`config.mk`:
```
export PLATFORM = sky130hd
export DESIGN_NAME = inter_packet_delay_v2
export DESIGN_NICKNAME = d
export VERILOG_FILES = /design/src/rtl/inter_packet_delay_v2.sv
export SDC_FILE = /design/constraint.sdc
export NUM_CORES = 1
export LEC_CHECK = 0
export ABC_AREA = 1
export CAP_MARGIN = 20
export CORE_AREA = 2 2 339 341
export DETAILED_ROUTE_END_ITERATION = 12
export DIE_AREA = 0 0 341 343
export PLACE_DENSITY = 0.33
export SETUP_SLACK_MARGIN = 0.3
export SKIP_LAST_GASP = 1
export SLEW_MARGIN = 40
export SYNTH_ARGS = -nofsm -noshare
export SYNTH_HDL_FRONTEND = slang
export SYNTH_SLANG_ARGS = --single-unit
```
`constraint.sdc`:
```
create_clock -name axi_aclk -period 6.5 [get_ports axi_aclk]
set_input_delay 1.3 -clock axi_aclk [delete_from_list [all_inputs] [get_ports axi_aclk]]
set_output_delay 1.3 -clock axi_aclk [all_outputs]
set_load 0.03 [all_outputs]
```
`src/rtl/inter_packet_delay_v2.sv`:
```
// ---------------------------------------------------------------------------
// inter_packet_delay_v2
//
// AXI4-Stream inter-packet gap enforcer. Beats pass through combinationally;
// after each packet the gate is held closed for a programmable number of
// cycles before the next start-of-packet (SOP) is allowed.
//
// Gap modes:
//   gap_mode = 0 : end-to-start   (tlast accepted at T -> next SOP >= T+1+D)
//   gap_mode = 1 : start-to-start (SOP at S, tlast at T -> next SOP >= max(S+D, T+1))
// D is taken at SOP from delay_reg_val (use_reg_val = 1) or from
// s_axis_tuser[C_TUSER_DELAY_OFFSET +: C_DELAY_WIDTH] (use_reg_val = 0).
// ipd_en and gap_mode are sampled at SOP as well.
//
// Ports:
//   axi_aclk, axi_areset        clock, async active-high reset
//   s_axis_*                    slave stream (tdata/tstrb/tuser/tvalid/tlast, tready out)
//   m_axis_*                    master stream (tdata/tstrb/tuser/tvalid/tlast, tready in)
//   sw_rst                      synchronous level reset of the gap logic
//   ipd_en                      1 = enforce gaps, 0 = pass-through
//   use_reg_val                 delay source select
//   gap_mode                    0 = end-to-start, 1 = start-to-start
//   delay_reg_val               register-supplied delay in cycles
//   busy                        high while the gate is closed (WAIT)
//   stat_pkt_count,
//   stat_gap_cycles             only with INTER_PACKET_DELAY_STATS_EN defined
//
// Optional feature macro: INTER_PACKET_DELAY_STATS_EN
// C_S_AXIS_DATA_WIDTH / C_S_AXIS_TUSER_WIDTH must equal their master twins.
// ---------------------------------------------------------------------------
// state | meaning
// IDLE  | between packets, gate open, waiting for SOP
// PASS  | mid-packet, gate open
// WAIT  | gate closed, cnt counting down to the next allowed SOP
// ---------------------------------------------------------------------------
module inter_packet_delay_v2 #(
  parameter int C_M_AXIS_DATA_WIDTH  = 256,
  parameter int C_S_AXIS_DATA_WIDTH  = 256,
  parameter int C_M_AXIS_TUSER_WIDTH = 128,
  parameter int C_S_AXIS_TUSER_WIDTH = 128,
  parameter int C_DELAY_WIDTH        = 32,
  parameter int C_TUSER_DELAY_OFFSET = 32
) (
  input  logic                              axi_aclk,
  input  logic                              axi_areset,
  input  logic [C_S_AXIS_DATA_WIDTH-1:0]    s_axis_tdata,
  input  logic [C_S_AXIS_DATA_WIDTH/8-1:0]  s_axis_tstrb,
  input  logic [C_S_AXIS_TUSER_WIDTH-1:0]   s_axis_tuser,
  input  logic                              s_axis_tvalid,
  input  logic                              s_axis_tlast,
  output logic                              s_axis_tready,
  output logic [C_M_AXIS_DATA_WIDTH-1:0]    m_axis_tdata,
  output logic [C_M_AXIS_DATA_WIDTH/8-1:0]  m_axis_tstrb,
  output logic [C_M_AXIS_TUSER_WIDTH-1:0]   m_axis_tuser,
  output logic                              m_axis_tvalid,
  output logic                              m_axis_tlast,
  input  logic                              m_axis_tready,
  input  logic                              sw_rst,
  input  logic                              ipd_en,
  input  logic                              use_reg_val,
  input  logic                              gap_mode,
  input  logic [C_DELAY_WIDTH-1:0]          delay_reg_val,
`ifdef INTER_PACKET_DELAY_STATS_EN
  output logic [31:0]                       stat_pkt_count,
  output logic [31:0]                       stat_gap_cycles,
`endif
  output logic                              busy
);

  typedef enum logic [1:0] {
    IDLE = 2'd0,
    PASS = 2'd1,
    WAIT = 2'd2
  } state_t;

  localparam logic [C_DELAY_WIDTH-1:0] ONE = C_DELAY_WIDTH'(1);

  state_t                   state;
  logic [C_DELAY_WIDTH-1:0] cnt;
  logic [C_DELAY_WIDTH-1:0] dly_lat;
  logic                     en_lat;
  logic                     mode_lat;

  logic                     gate;
  logic                     hs;
  logic [C_DELAY_WIDTH-1:0] sop_dly;
  logic [C_DELAY_WIDTH-1:0] sop_dly_m1;
  logic [C_DELAY_WIDTH-1:0] cnt_dec;

  assign m_axis_tdata  = s_axis_tdata;
  assign m_axis_tstrb  = s_axis_tstrb;
  assign m_axis_tuser  = s_axis_tuser;
  assign m_axis_tlast  = s_axis_tlast;

  assign gate          = ~axi_areset & (state != WAIT);
  assign m_axis_tvalid = s_axis_tvalid & gate;
  assign s_axis_tready = m_axis_tready & gate;
  assign hs            = s_axis_tvalid & s_axis_tready;

  assign sop_dly    = use_reg_val ? delay_reg_val
                                  : s_axis_tuser[C_TUSER_DELAY_OFFSET +: C_DELAY_WIDTH];
  // Saturating decrements: the counter never wraps below zero.
  assign sop_dly_m1 = (sop_dly == '0) ? '0 : sop_dly - ONE;
  assign cnt_dec    = (cnt == '0)     ? '0 : cnt - ONE;

  always_ff @(posedge axi_aclk or posedge axi_areset) begin
    if (axi_areset) begin
      state    <= IDLE;
      cnt      <= '0;
      dly_lat  <= '0;
      en_lat   <= 1'b0;
      mode_lat <= 1'b0;
      busy     <= 1'b0;
    end else begin
      case (state)
        IDLE: begin
          if (hs) begin
            dly_lat  <= sop_dly;
            // A software reset seen at SOP cancels the gap for this packet.
            en_lat   <= ipd_en & ~sw_rst;
            mode_lat <= gap_mode;
            if (s_axis_tlast) begin
              if (!ipd_en || sw_rst) begin
                cnt   <= '0;
                state <= IDLE;
                busy  <= 1'b0;
              end else if (!gap_mode) begin
                cnt   <= sop_dly;
                state <= (sop_dly != '0) ? WAIT : IDLE;
                busy  <= (sop_dly != '0);
              end else begin
                cnt   <= sop_dly_m1;
                state <= (sop_dly_m1 != '0) ? WAIT : IDLE;
                busy  <= (sop_dly_m1 != '0);
              end
            end else begin
              // Start-to-start: the SOP cycle itself is the first gap cycle.
              cnt   <= gap_mode ? sop_dly_m1 : '0;
              state <= PASS;
            end
          end else if (sw_rst) begin
            cnt <= '0;
          end
        end

        PASS: begin
          if (mode_lat) cnt <= cnt_dec;
          if (sw_rst) begin
            cnt    <= '0;
            en_lat <= 1'b0;
          end
          if (hs && s_axis_tlast) begin
            if (!en_lat || sw_rst) begin
              cnt   <= '0;
              state <= IDLE;
              busy  <= 1'b0;
            end else if (!mode_lat) begin
              cnt   <= dly_lat;
              state <= (dly_lat != '0) ? WAIT : IDLE;
              busy  <= (dly_lat != '0);
            end else begin
              // cnt_dec is the remaining start-to-start budget after this cycle.
              state <= (cnt_dec != '0) ? WAIT : IDLE;
              busy  <= (cnt_dec != '0);
            end
          end
        end

        WAIT: begin
          if (sw_rst || cnt == '0 || cnt == ONE) begin
            cnt   <= '0;
            state <= IDLE;
            busy  <= 1'b0;
          end else begin
            cnt <= cnt_dec;
          end
        end

        default: begin
          cnt   <= '0;
          state <= IDLE;
          busy  <= 1'b0;
        end
      endcase
    end
  end

`ifdef INTER_PACKET_DELAY_STATS_EN
  always_ff @(posedge axi_aclk or posedge axi_areset) begin
    if (axi_areset) begin
      stat_pkt_count  <= '0;
      stat_gap_cycles <= '0;
    end else if (sw_rst) begin
      stat_pkt_count  <= '0;
      stat_gap_cycles <= '0;
    end else begin
      if (hs && s_axis_tlast) stat_pkt_count  <= stat_pkt_count + 32'd1;
      if (state == WAIT)      stat_gap_cycles <= stat_gap_cycles + 32'd1;
    end
  end
`endif

endmodule
```
-- Yosys cells after proc, flatten, opt, wreduce, memory -nomap -nowiden
Index checks and enable logic that the tools add are counted.
- input port bits: 457
- output and inout port bits: 420
- register bits: 69
- logic and storage cells: 85
- $add $sub $neg: 2
- reduce and logical (&&, ||, !) cells: 19
- muxes and demuxes: 41
- equality and inequality tests: 10
- bitwise gates (word level): 7
- operators with widths (kind ; number):
    32-bit 2-to-1 mux ; 15
    32-bit nonzero test ; 4
    32-bit case mux with 3 select lines ; 1
    32-bit zero test ; 2
    32-bit by 1-bit subtractor with 32-bit output (second input constant) ; 2
    32-bit by 1-bit equality test with 1-bit output (second input constant) ; 1
    2-bit 2-to-1 mux ; 12
    2-bit inequality test (second input constant) ; 6
    1-bit 2-to-1 mux ; 10
    2-bit case mux with 3 select lines ; 1
    3-bit AND reduction ; 2
    1-bit AND ; 5
    1-bit logical OR ; 4
    4-bit AND reduction ; 1
    3-bit inequality test (second input constant) ; 1
    1-bit case mux with 3 select lines ; 1
    2-bit by 1-bit equality test with 1-bit output (second input constant) ; 1
    2-bit equality test (second input constant) ; 1
    1-bit zero test ; 2
    2-bit zero test ; 1
    1-bit inverter ; 2
    1-bit case mux with 2 select lines ; 1
    2-bit AND reduction ; 1
    2-bit nonzero test ; 1
    1-bit logical AND ; 1

-- Depth between registers and ports, before layout
- depth after elaboration: 10
- gate-level depth with buffers: 22
- gate-level depth less buffers: 21

-- Worst setup path before layout
No wires, ideal clock.
- kind: input to register
- from: in use_reg_val
- to: reg state[1]
- data arrival time: 3.237 ns
- slack: 3.133 ns
- buffers on the path: 1
- stages on the path: 21
- data required time: 6.370 ns
- library setup time: 0.130 ns
- cell sequence: buf_6 > clkinv_4 > o21ai_0 > inv_1 > ha_1 > nand2_1 > nor2_4 > nand2_1 > nor2_2 > nand2_1 > nand2_1 > nand3_1 > nand2_1 > inv_1 > nand2_1 > nor2_1 > nand3_1 > nand2_1 > nand2_1 > nand2_1 > nand2_1
- cells in the longest elaborated chain, start to end: 10
- elaborated cells on any way between the ends: 13
- classes of those cells: 1 x add/sub; 9 x mux; 3 x reduce/logical
- ends and longest elaborated chain (what ; RTL line ; text):
    start, declared ; 60 ; input logic use_reg_val,
    32-bit 2-to-1 mux (*) ; 100 ; assign sop_dly = use_reg_val ? delay_reg_val
    32-bit by 1-bit subtractor with 32-bit output / 32-bit zero test (equally long branches) ; 103 ; assign sop_dly_m1 = (sop_dly == '0) ? '0 : sop_dly - ONE;
    32-bit 2-to-1 mux ; 103 ;
    32-bit nonzero test ; 133 ; state <= (sop_dly_m1 != '0) ? WAIT : IDLE;
    2-bit 2-to-1 mux ; 133 ;
    2-bit 2-to-1 mux (*) ; 127 ; end else if (!gap_mode) begin
    2-bit 2-to-1 mux (*) ; 123 ; if (!ipd_en || sw_rst) begin
    2-bit 2-to-1 mux (*) ; 122 ; if (s_axis_tlast) begin
    2-bit 2-to-1 mux (*) ; 117 ; if (hs) begin
    2-bit case mux with 3 select lines (*) ; 115 ; case (state)
    end signal, assigned ; 129 ; state <= (sop_dly != '0) ? WAIT : IDLE;
    end signal, assigned ; 133 ;
    end signal, assigned ; 159 ; state <= (dly_lat != '0) ? WAIT : IDLE;
    end, declared ; 78 ; state_t state;
Mark *: on every way between the ends. The rest lies on a longest branch, timed or not. The select of a mux whose other input is x is not followed.
A chain may end at the register's enable or synchronous reset.

-- Worst setup path in the final report
Ends and elaborated chain as after synthesis.

==> flow_metrics.env <==
export IMPL_cts_clk_slew_worst_paths_ns=0.06
export IMPL_drc=0
export IMPL_ys_flop_type="dfrtp_1"
export IMPL_yosysTopAreaCell="buf_4"
export IMPL_netlist_area_um2=10400
export IMPL_numCtsBuffers=9
export IMPL_syn_nets=2145
export IMPL_crit_fanout=36
export IMPL_fin_hold_ws_ns=0.560
export IMPL_die_h_um=343
export IMPL_ys_async_sr_fraction_pct=100
export IMPL_finalHoldViolations=0
export IMPL_worstPathArrival_ns=4.72
export IMPL_fin_crit_sh_pct=69.1
export IMPL_cp_num_buf_inv=3
export IMPL_post_place_ws_ns=1.58
export IMPL_drv_slew=0
export IMPL_worst_pin_slew_ns=0.835
export IMPL_dp_cells=2848
export IMPL_synth_edf_count=0
export IMPL_start_util_pct=9.15
export IMPL_cts_setup_buffers=0
export IMPL_timing_final_ws_setup_ns=2.01
export IMPL_cts_tree="done"
export IMPL_synth_most_common_cell="buf_4"
export IMPL_vias=9152
export IMPL_io_buffers=108
export IMPL_cp_start_kind="input pin"
export IMPL_ys_ff_latch=69
export IMPL_htreeDepth=3
export IMPL_final_fill_count=13400
export IMPL_drive_gt1_share_pct=5.70
export IMPL_multiInputGateArea_um2=4550
export IMPL_clock_fmax_ghz=0.222
export IMPL_ant_nets=0
export IMPL_area_growth_pct=0.241
export IMPL_crit_top_cell="nand2_1"
export IMPL_rows=124
export IMPL_final_setup_tns_ns=0
export IMPL_drt_iter0_markers=563
export IMPL_die_area_um2=117000
export IMPL_regArea_um2=1730
export IMPL_grt_usage_pct=7.82
export IMPL_pwr_density_cell_nw_per_um2=369
export IMPL_post_cts_resized=0
export IMPL_crit_type="input pin to register"
export IMPL_vdd_drop_max_v=0.000133
export IMPL_overflow=0
export IMPL_hpwl_um=38300
export IMPL_yosysSeqAreaShare_pct=16.6
export IMPL_placed_area_um2=10100
export IMPL_root_buffer="clkbuf_16"
export IMPL_cp_end_kind="register"
export IMPL_rsz0062_at_grt="no"
export IMPL_hold_path_class="register to register"
export IMPL_relSlewSlack_pct=44.3
export IMPL_grt_pass1_vias=9307
export IMPL_cp_cell_sequence="buf_2, clkinv_4, o21ai_0, inv_1, ha_1, nand2_1, nor2_4, nand2_1, nor2_2, nand3_1, nand2_1, nand3_1, nand3_1, nor2_1, nand3_1, nand2_1, nand2_1, nand2_1, nand2_1"
export IMPL_status="finished, final reports clean"
export IMPL_setup_viol=0
export IMPL_wire_per_inst_um=16.4
export IMPL_cp_top_family="simple AND/OR/NAND/NOR gates"
export IMPL_grt_start_max_net_pins=68
export IMPL_clockBufferDepth=2
export IMPL_clkLatencyLatePin_ns=0.35
export IMPL_routabilityCongestion=0.791
export IMPL_fin_util_pct=9.17
export IMPL_stdcell_count=2865
export IMPL_vias_per_cell=3.19
export IMPL_synth_cell_types=43
export IMPL_clock_sinks=69
export IMPL_p_leak_nw=4.29
export IMPL_p_total_mw=3.84
export IMPL_coreArea_um2=113000
export IMPL_netlist_area_leader_share_pct=30.3
export IMPL_finalCriticalPeriod_ns=4.49
export IMPL_cts_hold_buf=0
export IMPL_antenna_found_initial=3
export IMPL_dr_pass1_iters=5
export IMPL_grt_pass1_wl_um=66500
export IMPL_netlist_instances=1683
export IMPL_io_pins=877
export IMPL_nets=1809
export IMPL_synth_area_top_cells="buf_4, dfrtp_1, nand2_1, inv_1, nor2_1"
export IMPL_finalInstanceArea_um2=10400
export IMPL_cp_required_ns=6.72
export IMPL_synth_warnings=0
export IMPL_skew_ns=0.00707
export IMPL_drt_wl_total_um=47100
export IMPL_drv_cap=0
export IMPL_die_x_um=341
export IMPL_ys_top_cells_by_count="buf_4, nand2_1, inv_1"
export IMPL_synth_avg_cell_area_um2=6.17
export IMPL_slowest_stage="o21ai_0"
export IMPL_slowest_delay_ns=0.60
power by group:
part           internal, mW  switching (mW)
Sequential            0.618           0.254
Combinational         0.716            1.68
Clock                 0.349           0.218
Total                  1.68            2.15
final timing paths:
path	from	to	slack, ns	cells after the start
worst max register to register	cnt[26]	state[1]	3.12	14
min in group asynchronous	axi_areset	cnt[4]	1.45	2
max in group asynchronous	axi_areset	dly_lat[30]	4.06	3
worst min-delay path	cnt[30]	cnt[30]	0.56	2
worst min register to register	cnt[30]	cnt[30]	0.56	2
worst max-delay path	use_reg_val	state[1]	2.01	19
logic make-up after synthesis:
| kind of cell | after synthesis | synth area share [%] |
|---|---|---|
| compound gates | 218 | 12.7 |
| fa+ha+maj | 5 | 0.603 |
| simple gates | 709 | 28.7 |
| xor+xnor | 18 | 1.52 |
| flops | 69 | 16.6 |
| buf+inv | 664 | 39.8 |
worst reg2reg max path, delay by kind of cell (launching register included):
| family | cells | cell delay [ns] |
|---|---|---|
| buffers and inverters | 4 | 0.89 |
| DFF | 1 | 0.45 |
| and+or+nand+nor | 10 | 1.98 |
placed cells by master (no fill, tap or decap), types with 6 or more instances in the layout:
cell type,count
nand2_1,403
inv_1,193
nor2_1,131
clkdlybuf4s50_1,107
nand3_1,96
o21ai_0,96
dfrtp_1,68
a21oi_1,32
nand2_2,25
o2111ai_1,23
o22ai_1,21
nand4_1,16
xor2_1,15
nor3_1,14
nor2_2,13
o211ai_1,11
buf_4,10
o221ai_1,9
clkbuf_16,9
a211oi_1,6
o21ai_1,6
flip-flops by register name (all words and copies together) (netlist names):
register and cells:
dly_lat 32, busy 1, en_lat 1, cnt 32, mode_lat 1, state 2
layer usage:
layer  wire length [um]  global-route usage (%)
met1              21100                    10.1
met2              19500                    11.2
met3               4630                    3.29
met4               1420                    2.80
met5                470                    3.08
area by class of cell:
cell class / count / share of cell area, %
diodes: 1 / 0.0241
repair buffers: 118 / 11.1
multi-input cells: 950 / 43.7
inverters: 199 / 7.25
clock buffers: 11 / 2.33
clock inverters: 5 / 0.818
flip-flops and latches: 69 / 16.6
well taps: 1512 / 18.2
(Power assumes the default switching activity.)
